<file path="src/rtl/flash_spi_pkg.sv">
// flash_spi_pkg: register offsets, status bit positions and shifter states for flash_spi
package flash_spi_pkg;
  localparam logic [1:0] REG_CTRL = 2'd0;
  localparam logic [1:0] REG_DATA = 2'd1;
  localparam logic [1:0] REG_STATUS = 2'd2;
  localparam int ST_BUSY = 0;
  localparam int ST_RX_VALID = 1;
  localparam int ST_OVERRUN = 2;
  typedef enum logic [1:0] {IDLE, LOW, HIGH} state_e;
endpackage

</file>
<file path="src/rtl/flash_spi_shifter.sv">
// flash_spi_shifter: mode-0 byte shifter with programmable half-period divider
module flash_spi_shifter
  import flash_spi_pkg::*;
#(
  parameter int DIV_WIDTH = 8
) (
  input  logic                 clk,
  input  logic                 reset,
  input  logic                 start,
  input  logic [7:0]           tx_byte,
  input  logic [DIV_WIDTH-1:0] div,
  input  logic                 miso,
  output logic                 busy,
  output logic                 done,
  output logic [7:0]           rx_byte,
  output logic                 sclk,
  output logic                 mosi
);
  state_e state_q, state_d;
  logic [DIV_WIDTH-1:0] cnt_q, cnt_d;
  logic [2:0] bit_q, bit_d;
  logic [7:0] tx_q, tx_d, rx_q, rx_d;
  logic sclk_q, sclk_d, mosi_q, mosi_d;
  logic phase_end;
  assign phase_end = cnt_q == div;
  always_comb begin
    state_d = state_q;
    cnt_d = phase_end ? '0 : cnt_q + 1'b1;
    bit_d = bit_q;
    tx_d = tx_q;
    rx_d = rx_q;
    sclk_d = sclk_q;
    mosi_d = mosi_q;
    done = 1'b0;
    case (state_q)
      IDLE: begin
        cnt_d = '0;
        if (start) begin
          state_d = LOW;
          bit_d = '0;
          tx_d = tx_byte;
          mosi_d = tx_byte[7];
        end
      end
      LOW: if (phase_end) begin
        state_d = HIGH;
        sclk_d = 1'b1;
        rx_d = {rx_q[6:0], miso};
      end
      HIGH: if (phase_end) begin
        sclk_d = 1'b0;
        if (bit_q == 3'd7) begin
          state_d = IDLE;
          done = 1'b1;
        end else begin
          state_d = LOW;
          bit_d = bit_q + 3'd1;
          tx_d = {tx_q[6:0], 1'b0};
          mosi_d = tx_q[6];
        end
      end
      default: state_d = IDLE;
    endcase
  end
  always_ff @(posedge clk) begin
    if (reset) begin
      state_q <= IDLE;
      cnt_q <= '0;
      bit_q <= '0;
      tx_q <= '0;
      rx_q <= '0;
      sclk_q <= 1'b0;
      mosi_q <= 1'b0;
    end else begin
      state_q <= state_d;
      cnt_q <= cnt_d;
      bit_q <= bit_d;
      tx_q <= tx_d;
      rx_q <= rx_d;
      sclk_q <= sclk_d;
      mosi_q <= mosi_d;
    end
  end
  assign busy = state_q != IDLE;
  assign rx_byte = rx_q;
  assign sclk = sclk_q;
  assign mosi = mosi_q;
endmodule

</file>
<file path="src/rtl/flash_spi.sv">
// flash_spi: memory-mapped SPI master for the configuration flash (register decode and status flags)
module flash_spi
  import flash_spi_pkg::*;
#(
  parameter int                   DIV_WIDTH = 8,
  parameter logic [DIV_WIDTH-1:0] DIV_RESET = '0
) (
  input  logic        clk,
  input  logic        reset,
  input  logic [31:0] address_in,
  input  logic        sel_in,
  input  logic        read_in,
  output logic [31:0] read_value_out,
  input  logic [3:0]  write_mask_in,
  input  logic [31:0] write_value_in,
  output logic        flash_clk,
  output logic        flash_csn,
  output logic        flash_io0_out,
  output logic        flash_io0_en,
  input  logic        flash_io1_in
);
  logic [1:0] off;
  logic busy, done, start, wr_ctrl, wr_data, rd_data, clr_ovr;
  logic [7:0] rx_byte;
  logic cs_q, cs_d, rx_valid_q, rx_valid_d, overrun_q, overrun_d;
  logic [DIV_WIDTH-1:0] div_q, div_d;
  logic [7:0] rx_data_q, rx_data_d;
  logic [2:0] status;
  logic unused_ok;
  assign unused_ok = ^{address_in, write_value_in, write_mask_in};
  assign off = address_in[3:2];
  assign wr_ctrl = sel_in & (off == REG_CTRL) & ~busy;
  assign wr_data = sel_in & (off == REG_DATA) & write_mask_in[0];
  assign rd_data = sel_in & read_in & (off == REG_DATA);
  assign clr_ovr = sel_in & (off == REG_STATUS) & write_mask_in[0] & write_value_in[ST_OVERRUN];
  assign start = wr_data & ~busy;
  flash_spi_shifter #(.DIV_WIDTH(DIV_WIDTH)) u_shifter (
    .clk(clk), .reset(reset), .start(start), .tx_byte(write_value_in[7:0]), .div(div_q),
    .miso(flash_io1_in), .busy(busy), .done(done), .rx_byte(rx_byte), .sclk(flash_clk),
    .mosi(flash_io0_out)
  );
  always_comb begin
    cs_d = (wr_ctrl & write_mask_in[0]) ? write_value_in[0] : cs_q;
    div_d = (wr_ctrl & write_mask_in[1]) ? write_value_in[8 +: DIV_WIDTH] : div_q;
    rx_data_d = done ? rx_byte : rx_data_q;
    // completion wins over a simultaneous DATA read; a write landing on the final cycle still overruns
    rx_valid_d = done | (rx_valid_q & ~rd_data);
    overrun_d = (wr_data & busy) | (overrun_q & ~clr_ovr);
    status = '0;
    status[ST_BUSY] = busy;
    status[ST_RX_VALID] = rx_valid_q;
    status[ST_OVERRUN] = overrun_q;
    read_value_out = !sel_in ? 32'h0 :
                     off == REG_CTRL ? {{(24-DIV_WIDTH){1'b0}}, div_q, 7'b0, cs_q} :
                     off == REG_DATA ? {24'b0, rx_data_q} :
                     off == REG_STATUS ? {29'b0, status} : 32'h0;
  end
  always_ff @(posedge clk) begin
    if (reset) begin
      cs_q <= 1'b0;
      div_q <= DIV_RESET;
      rx_data_q <= '0;
      rx_valid_q <= 1'b0;
      overrun_q <= 1'b0;
    end else begin
      cs_q <= cs_d;
      div_q <= div_d;
      rx_data_q <= rx_data_d;
      rx_valid_q <= rx_valid_d;
      overrun_q <= overrun_d;
    end
  end
  assign flash_csn = ~cs_q;
  assign flash_io0_en = cs_q;
endmodule

</file>
<file path="config.mk">
export PLATFORM = sky130hd
export DESIGN_NAME = flash_spi
export DESIGN_NICKNAME = d
export VERILOG_FILES = /design/src/rtl/flash_spi_pkg.sv /design/src/rtl/flash_spi_shifter.sv /design/src/rtl/flash_spi.sv
export SDC_FILE = /design/constraint.sdc
export NUM_CORES = 1
export LEC_CHECK = 0
export ABC_AREA = 1
export CORE_ASPECT_RATIO = 1.25
export CORE_UTILIZATION = 40
export CTS_CLUSTER_DIAMETER = 150
export DETAILED_ROUTE_END_ITERATION = 6
export PLACE_DENSITY = 0.76
export REMOVE_ABC_BUFFERS = 1
export SYNTH_ARGS = -nofsm -noshare
export SYNTH_HDL_FRONTEND = slang
export SYNTH_SLANG_ARGS = --single-unit
</file>
<file path="constraint.sdc">
create_clock -name clk -period 1.75 [get_ports clk]
set_input_delay 0.35 -clock clk [delete_from_list [all_inputs] [get_ports clk]]
set_output_delay 0.35 -clock clk [all_outputs]
set_load 0.02 [all_outputs]
</file>
==> metrics.yaml <==
yosys:
  synth_edf_count: 0
  synth.distinct_cells: 30
  ys_ff_latch: 49
  synth_cells: 371
  yosysSeqAreaShare_pct: 38.89
  ys_warn_count: 0
  synth_area_mm2: 0.002522
  avgSynthCellArea_um2: 6.799
  synthArstFlopShare_pct: 0
  synth_ff_type: "dfxtp_1"
drt:
  drc_errors: 0
  drt-total-wl_um: 5627
  firstDrtPassIters: 6
  drtIter0Drc: 119
  drt-vias-per-instance: 4.616
  wl_per_cell_um: 10.76
  route.vias.total: 2414
  antenna_left: 0
floorplan:
  dieHeight_um: 90.79
  fp.dieW_um: 73.03
  ios: 109
  rows: 32
  core_area_mm2: 0.006126
  fp.dieArea_mm2: 0.006630
  start_util_pct: 41.18
clocking:
  cts_max_level: 2
  cts-root-buf: "clkbuf_8"
  cts_sinks: 49
  numCtsBuffers: 5
  cts_tree: "yes"
  insertion_delay_ns: 0.30
  clock_path_buffers: 2
  clk_pin_slew_worst_paths_ns: 0.09
timing:
  rsz0062_at_grt: "false"
  fin_skew_ns: 0.007558
  post-route-min-period_ns: 1.634
  fin_crit_sh_pct: 93.38
  hold_viol: 0
  setup_viol: 0
  timing.final.max_slew_violations: 0
  fin_ws_ns: 0.1158
  fmax_ghz: 0.6119
pwr:
  seq_power_share_pct: 50.6
  power.density_mw_per_mm2: 701.5
  p_clk_share_pct: 34.5
  combPwrFrac_pct: 14.8
  intPower_mw: 1.687
  switching_share_pct: 25.28
  ir_drop_mv: 0.3140
  p_leak_nw: 1.399
  power.switching_mw: 0.5708
final_layout:
  n_fill_cell: 608
  postLayoutCoreUtil_pct: 52.53
  seqCellArea_um2: 980.9
  final_nets: 514
  final_common_cell: "nand2_1"
  layout_common_cells: "94 x nand2_1, 49 x dfxtp_1, 46 x nor2_1"
  area_delta_synth_final_pct: 27.58
  drive_gt1_share_pct: 17.35
  antenna_cells: 0
  multiInputGateArea_mm2: 0.001265
worst_setup_path:
  r2r_setup_slack_ns: 0.27
  arrival_ns: 1.81
  crit_path_max_fanout: 3
  worstSetupEndpointType: "flop"
  critical_path.startpoint_type: "input port"
  critPathKind: "in -> reg"
  r2r_cells: 8
  rr_startpoint: "u_shifter.cnt_q[6]$_SDFF_PP0_"
  reg2reg_to: "u_shifter.tx_q[3]$_SDFFE_PP0P_"
  required_ns: 1.93
placement:
  gp_congestion: 0.7606
  io_buffers: 44
  place_hpwl_um: 4205
  pre_cts_ws_ns: -0.5795
global_routing:
  grt_pass1_vias: 2370
  grt_pass1_wl_um: 9873
  grt_max_degree: 24
  grt_overflow: 0
  antenna_found_initial: 0
  grt_usage_pct: 18.54
worst_hold_path:
  whs_endpoint: "u_shifter.rx_byte[7]$_SDFFE_PP0P_"
  hold_path_depth: 2
  min-delay-start: "u_shifter.rx_byte[7]$_SDFFE_PP0P_"
  min_path_type: "reg -> reg"
outcome:
  status: "finished, final reports clean"
run:
  maxCapViolCount: 0
[power groups by stage]
stage                     sequential [mW]  clock [mW]  combinational [mW]
after global placement               1.17           0               0.320
after floorplan                      1.17           0               0.172
after detailed placement             1.17           0               0.323
final                                1.14       0.779               0.335
after CTS                            1.14       0.796               0.334
after global routing                 1.15       0.839               0.370
[timing repair]
action	4_1_cts	5_1_grt
hold buffers	0	0
setup buffers	5	0
setup endpoints to repair	16	8
pin swaps	2	0
gates resized for setup	86	3
[routing by layer]
metal  vias up  wire (um)  track usage, %
li1       1259          -               -
met4         0        102           7.516
met3         9        190           2.902
met5         -          0               0
met2        52       2900           34.10
met1      1094       2433           20.45
[cell usage after synthesis (3+ instances only)]
cell      number  share of area (%)
nand2_4        3                1.3
nor2_1        48                7.1
buf_4         17                5.1
inv_2          4               0.60
buf_2          3               0.60
nand4_1        3               0.74
xor2_1         3                1.0
dfxtp_1       49                 39
clkbuf_1       4               0.60
nor2_2         3               0.74
nand2_2        3               0.74
nand3_1       32                6.3
o21ai_0       12                2.4
inv_1         41                6.1
nand2_1       95                 14
ha_1           3                1.5
a21oi_1       32                6.3
[area by class of cell]
class	count	area share [%]
multi-input cells	265	39.31
flip-flops and latches	49	30.48
repair buffers	71	18.31
inverters	46	5.365
well taps	85	3.305
clock buffers	5	2.138
clock inverters	2	1.089
[state kept, by name (all words and copies together) (netlist names), 2 cells and up]
| register | cells |
|---|---|
| u_shifter.state_q | 2 |
| rx_data_q | 8 |
| u_shifter.cnt_q | 8 |
| u_shifter.bit_q | 3 |
| u_shifter.tx_q | 7 |
| div_q | 8 |
| u_shifter.rx_byte | 8 |
[cells by family (layout without fill, tap and decap cells)]
logic type,Yosys count,after routing,synth area share [%]
compound gates,49,49,10.42
other cells,1,16,0.1487
simple gates,193,193,33.68
flops,49,49,38.89
buf+inv,72,124,13.99
fa+ha+maj,3,3,1.488
xor+xnor,4,4,1.389
[critical path, stage by stage]
cell,delay [ns]
dlygate4sd2_1,0.25
buf_6,0.13
nor2_2,0.10
nand2_2,0.08
buf_4,0.13
buf_4,0.12
buf_4,0.12
buf_4,0.12
buf_4,0.12
buf_4,0.11
o21ai_1,0.11
a21oi_1,0.07
[stage by stage]
stage	instance area, um^2	hold slack, ns	instances	TNS [ns]	power (mW)
3_3_place_gp	3110	0.4483	511	-10.88	1.489
6_report	3218	0.4652	523	0	2.257
3_5_place_dp	3110	0.4523	511	-10.95	1.492
2_1_floorplan	2399	0.4124	360	0	1.342
4_1_cts	3208	0.4660	523	0	2.273
5_1_grt	3218	0.4816	523	0	2.355
[worst max-delay path by stage]
| stage | startpoint | end | cells after the start |
|---|---|---|---|
| 6_report | address_in[2] | overrun_q$_SDFF_PP0_ | 12 |
| 3_5_place_dp | address_in[3] | read_value_out[8] | 7 |
| 2_1_floorplan | u_shifter.bit_q[0]$_SDFFE_PP0P_ | u_shifter.bit_q[1]$_SDFFE_PP0P_ | 6 |
| 5_1_grt | address_in[2] | overrun_q$_SDFF_PP0_ | 12 |
| 3_3_place_gp | address_in[2] | read_value_out[0] | 6 |
| 4_1_cts | flash_io0_en$_SDFFE_PP0P_ | flash_csn | 3 |
(Power assumes the default switching activity.)
